<file path="src/rtl/led_pwm_driver.sv">
// ---------------------------------------------------------------------------
// led_pwm_driver
//
// Drives the LED pins of the Whack-A-Mole board from the processor's packed
// led_commands bus. Each LED has a DUTY_W-bit duty value. New values land in
// a shadow bank and are copied into the active bank only when the PWM frame
// wraps, so an LED never changes brightness part-way through a frame.
//
// Frame: pwm_cnt steps 0 .. 2^DUTY_W-2 (255 counts for DUTY_W=8), one step
// per tick. A tick happens every PRESCALE clock cycles. An LED with duty d is
// high for exactly d counts per frame (0 = dark, 255 = always on).
//
// Ports
//   clock          in   system clock, all state on the rising edge
//   reset          in   asynchronous, active-low reset
//   enable         in   1 = PWM running; 0 = pins dark, counters held at 0
//   led_commands   in   NUM_LEDS*DUTY_W, duty for LED i at [DUTY_W*i +: DUTY_W]
//   commands_valid in   one-cycle strobe, capture led_commands into shadow
//   led_pins       out  NUM_LEDS registered PWM outputs
//   frame_done     out  one-cycle pulse in the cycle after each frame wrap
//   update_pending out  shadow bank holds values not yet applied
// ---------------------------------------------------------------------------
module led_pwm_driver #(
  parameter int NUM_LEDS = 18,
  parameter int DUTY_W   = 8,
  parameter int PRESCALE = 1
) (
  input  logic                         clock,
  input  logic                         reset,
  input  logic                         enable,
  input  logic [NUM_LEDS*DUTY_W-1:0]   led_commands,
  input  logic                         commands_valid,
  output logic [NUM_LEDS-1:0]          led_pins,
  output logic                         frame_done,
  output logic                         update_pending
);

  // Last count of a frame: 2^DUTY_W - 2, giving a period of 2^DUTY_W - 1
  // counts so that duty 2^DUTY_W - 1 means "on for the whole frame".
  localparam logic [DUTY_W-1:0] CNT_LAST = DUTY_W'((1 << DUTY_W) - 2);

  // A one-cycle prescaler still needs a 1-bit register to keep the code
  // uniform; it simply never leaves 0 and tick is then asserted every cycle.
  localparam int              PS_W    = (PRESCALE > 1) ? $clog2(PRESCALE) : 1;
  localparam logic [PS_W-1:0] PS_LAST = PS_W'(PRESCALE - 1);

  logic [PS_W-1:0]                 prescaler;
  logic [DUTY_W-1:0]               pwm_cnt;
  logic                            tick;
  logic                            wrap;
  logic [NUM_LEDS-1:0][DUTY_W-1:0] shadow_bank;
  logic [NUM_LEDS-1:0][DUTY_W-1:0] active_bank;
  logic [NUM_LEDS-1:0]             pin_next;

  assign tick = enable && (prescaler == PS_LAST);
  assign wrap = tick && (pwm_cnt == CNT_LAST);

  // -------------------------------------------------------------------------
  // Frame timing. Dropping enable parks both counters at 0 so that a
  // re-enable always starts a fresh, full-length frame.
  // -------------------------------------------------------------------------
  // NOTE: clocked state is written with non-blocking assignments only, so
  // every register samples pre-edge values and the block order is irrelevant.
  always_ff @(posedge clock or negedge reset) begin
    if (!reset) begin
      prescaler <= '0;
      pwm_cnt   <= '0;
    end else if (!enable) begin
      prescaler <= '0;
      pwm_cnt   <= '0;
    end else begin
      prescaler <= tick ? '0 : prescaler + 1'b1;
      if (wrap) begin
        pwm_cnt <= '0;
      end else if (tick) begin
        pwm_cnt <= pwm_cnt + 1'b1;
      end
    end
  end

  // -------------------------------------------------------------------------
  // Shadow / active banks.
  //   - A strobe always overwrites the shadow (last write in a frame wins),
  //     whether or not the PWM is running.
  //   - On wrap a pending shadow is copied to active. The copy uses the
  //     pre-edge shadow, so a strobe landing in the wrap cycle is kept for
  //     the following wrap and leaves update_pending set.
  // -------------------------------------------------------------------------
  // NOTE: the banks are plain registers rather than a RAM, so they take the
  // asynchronous reset like the rest of the state; that is what makes a reset
  // throw away an update that was still pending.
  always_ff @(posedge clock or negedge reset) begin
    if (!reset) begin
      shadow_bank    <= '0;
      active_bank    <= '0;
      update_pending <= 1'b0;
    end else begin
      if (wrap && update_pending) begin
        active_bank <= shadow_bank;
      end
      if (commands_valid) begin
        shadow_bank    <= led_commands;
        update_pending <= 1'b1;
      end else if (wrap) begin
        update_pending <= 1'b0;
      end
    end
  end

  // -------------------------------------------------------------------------
  // Per-LED compare. Strict less-than gives exactly d high counts per frame.
  // -------------------------------------------------------------------------
  // NOTE: pin_next gets a full default before the loop, so no path through
  // this combinational block leaves it unassigned and no latch is inferred.
  always_comb begin
    pin_next = '0;
    for (int i = 0; i < NUM_LEDS; i++) begin
      pin_next[i] = enable && (pwm_cnt < active_bank[i]);
    end
  end

  // Registered outputs: pins lag pwm_cnt/active by one cycle, frame_done is
  // high for the single cycle after the wrap.
  always_ff @(posedge clock or negedge reset) begin
    if (!reset) begin
      led_pins   <= '0;
      frame_done <= 1'b0;
    end else begin
      led_pins   <= pin_next;
      frame_done <= wrap;
    end
  end

endmodule

</file>
<file path="config.mk">
export PLATFORM = sky130hd
export DESIGN_NAME = led_pwm_driver
export DESIGN_NICKNAME = d
export VERILOG_FILES = /design/src/rtl/led_pwm_driver.sv
export SDC_FILE = /design/constraint.sdc
export NUM_CORES = 1
export LEC_CHECK = 0
export BUFFER_PORTS_ARGS = -buffer_cell sky130_fd_sc_hd__buf_2
export CAP_MARGIN = 10
export CORE_MARGIN = 3
export CORE_UTILIZATION = 59
export DETAILED_ROUTE_END_ITERATION = 12
export GPL_ROUTABILITY_DRIVEN = 0
export PLACE_DENSITY = 0.8
export SETUP_SLACK_MARGIN = 0.1
export SYNTH_ARGS = -nofsm -noshare
export SYNTH_HDL_FRONTEND = slang
export SYNTH_SLANG_ARGS = --single-unit
</file>
<file path="constraint.sdc">
create_clock -name clock -period 3.2 [get_ports clock]
set_clock_uncertainty 0.05 [all_clocks]
set_input_delay 0.48 -clock clock [delete_from_list [all_inputs] [get_ports clock]]
set_output_delay 0.48 -clock clock [all_outputs]
set_load 0.01 [all_outputs]
</file>
==> qor.yml <==
place:
  portBuffers: 167
  dpl-instance-area_um2: 16100
  dpl_worst_slack_ns: 0.751
  dp_cells: 1560
  hpwlAfterDp_mm: 19.4
timing:
  finalHoldViolations: 0
  max_slew_margin_pct: 43.5
  final.min_clock_period_ns: 2.42
  finalCritPeriodShare_pct: 75.7
  tns_ns: 0
  rsz0062_at_grt: "false"
  worstMarginPinSlew_ns: 0.840
  timing.hold.ws_ns: 0.152
  layout_setup_ws_ns: 0.779
  slew_violations: 0
  fmax_mhz: 413
  setup_violations: 0
synthesis:
  syn-instance-count: 1088
  yosys.cell_types.count: 34
  syn_area_um2: 14800
  syn_area_per_cell_um2: 13.6
  synth_edf_count: 0
  synth_warnings: 0
  seq_area_frac_synth_pct: 53.7
  syn-num-nets: 1364
  synthFlopType: "dfrtp_1"
  synth_seq_cells: 317
  async_reset_ff_share_pct: 100
pwr:
  p_leak_nw: 8.09
  power_mw: 8.78
  p_per_area_nw_per_um2: 510
  vdd_drop_max_mv: 0.468
cts:
  cts_sinks: 317
  clk_pin_slew_ns: 0.06
  post_cts_resized: 0
  clk_latency_ns: 0.50
  cts_root_buffer: "clkbuf_16"
  cts_buffer_depth: 3
  cts_tree: "built"
  cts_max_level: 2
  cts_setup_buffers: 0
  cts_made_buffers: 34
final_layout:
  final_area_um2: 17200
  drive_gt1_share_pct: 36.3
  fin_util_pct: 70.4
  antenna-diode-count: 0
  final_nets: 1549
  syn2layout_area_growth_pct: 16.5
  finalNonFillerCells: 1620
setup_path:
  path_class: "reg2reg"
  end_kind: "register"
  required_ns: 3.53
  crit_path_max_fanout: 73
  start_kind: "register"
  arrival_ns: 2.75
floorplan:
  die_h_um: 164
  die_w_um: 164
  die-area_um2: 27000
  io_pins: 168
  initial_core_util_pct: 60.4
  core_um2: 24500
  num_rows: 57
run_status:
  status: "complete, no violations"
detailed_routing:
  dr.first_iter.drc_count: 369
  dr_total_vias: 8990
  drt_pass1_iterations: 4
  drc: 0
  wl_per_cell_um: 18.3
  wl_mm: 29.7
  ant_nets: 0
  routed_via_density: 5.55
grt:
  track_usage_pct: 22.8
  grt_pass1_wl_mm: 48.6
  grt_max_degree: 83
  grt_pass1_vias: 9519
  antenna_found_initial: 1
  overflow: 0
hold_path:
  hold_path_class: "in2reg"
run:
  cap_violations: 0
-- layer usage --
layer  global-route usage, %  share of wire, %
met3                    4.06               4.3
met1                    29.9                44
met2                    38.1                49
met5                       0             0.024
met4                    8.38               3.1
-- layout by cell type, fill, tap and decap left out, types with 12 or more instances in the layout --
master     netlist  final
buf_2            9    165
clkbuf_16        0     35
nor3b_1         19     19
a21oi_1         20     20
mux2_2         228    228
o211ai_1        21     21
a2111oi_0       18     18
o2111a_1        18     18
o21ai_0         22     22
dfrtp_1        317    316
nor2b_1         19     19
mux2_1          60     60
ha_1           128    128
inv_1          130    130
buf_4            6     12
a211oi_1        18     18
-- critical path: stages (launching register included) --
cell	delay [ns]
dfrtp_1	0.61
nand3_1	0.36
nor4_4	0.45
buf_12	0.41
mux2_2	0.39
-- synth_stat cells, types with 2 or more instances --
cell | instances | share of area [%]
buf_4 | 6 | 0.30
a2111oi_0 | 18 | 1.1
o21ai_0 | 22 | 0.75
nand3_1 | 6 | 0.20
clkbuf_1 | 23 | 0.58
dfrtp_1 | 317 | 54
nand2_1 | 7 | 0.18
nor2_1 | 2 | 0.051
nor3b_1 | 19 | 0.97
mux2_2 | 228 | 17
o2111a_1 | 18 | 1.4
nor2b_1 | 19 | 0.80
o211ai_1 | 21 | 1.1
a21oi_1 | 20 | 0.68
buf_2 | 9 | 0.30
a31oi_1 | 3 | 0.13
mux2_1 | 60 | 4.6
a211oi_1 | 18 | 0.91
ha_1 | 128 | 11
inv_1 | 130 | 3.3
-- sequential cells by signal, summed over array words and instances (netlist names) --
register and flops:
active_bank 144, frame_done 1, pwm_cnt 8, led_pins 18, shadow_bank 144, update_pending 1
prescaler 1
-- cell families after synthesis --
group                    after synthesis  synth area share [%]
adder cells (fa/ha/maj)              128                  10.8
buffers and inverters                168                  4.50
AND/OR/NAND/NOR                       61                  2.74
flip-flops                           317                  53.7
AO/OA/AOI/OAI                        125                  6.25
other                                  1                0.0254
multiplexers                         288                  22.0
-- worst paths after layout --
path / from / endpoint / slack [ns] / cells past startpoint
setup reg to reg: pwm_cnt[2] / active_bank[118] / 0.78 / 4
max in group asynchronous: reset / active_bank[57] / 1.70 / 3
hold / removal: led_commands[14] / shadow_bank[14] / 0.15 / 2
hold reg to reg: active_bank[44] / active_bank[44] / 0.43 / 1
setup / recovery: pwm_cnt[2] / active_bank[118] / 0.78 / 4
min in group asynchronous: reset / shadow_bank[92] / 0.51 / 2
-- power by group --
part           internal, mW  switching (mW)  total, mW
clock                  2.36            1.53       3.89
sequential             4.21           0.115       4.32
combinational         0.296           0.273      0.569
-- repair_timing --
action,4_1_cts,5_1_grt
hold endpoints to repair,77,0
endpoints found under the setup margin,0,0
hold buffers,1,0
-- cell type report --
| type | instances | area [um2] |
|---|---|---|
| fillers | 1727 | 7250 |
| well taps | 324 | 405 |
| multi-input cells | 603 | 6180 |
| inverters | 130 | 488 |
| clock inverters | 9 | 105 |
| flip-flops and latches | 317 | 7930 |
| repair buffers | 187 | 1090 |
| clock buffers | 50 | 1010 |
Power figures use the tool's default switching activity.
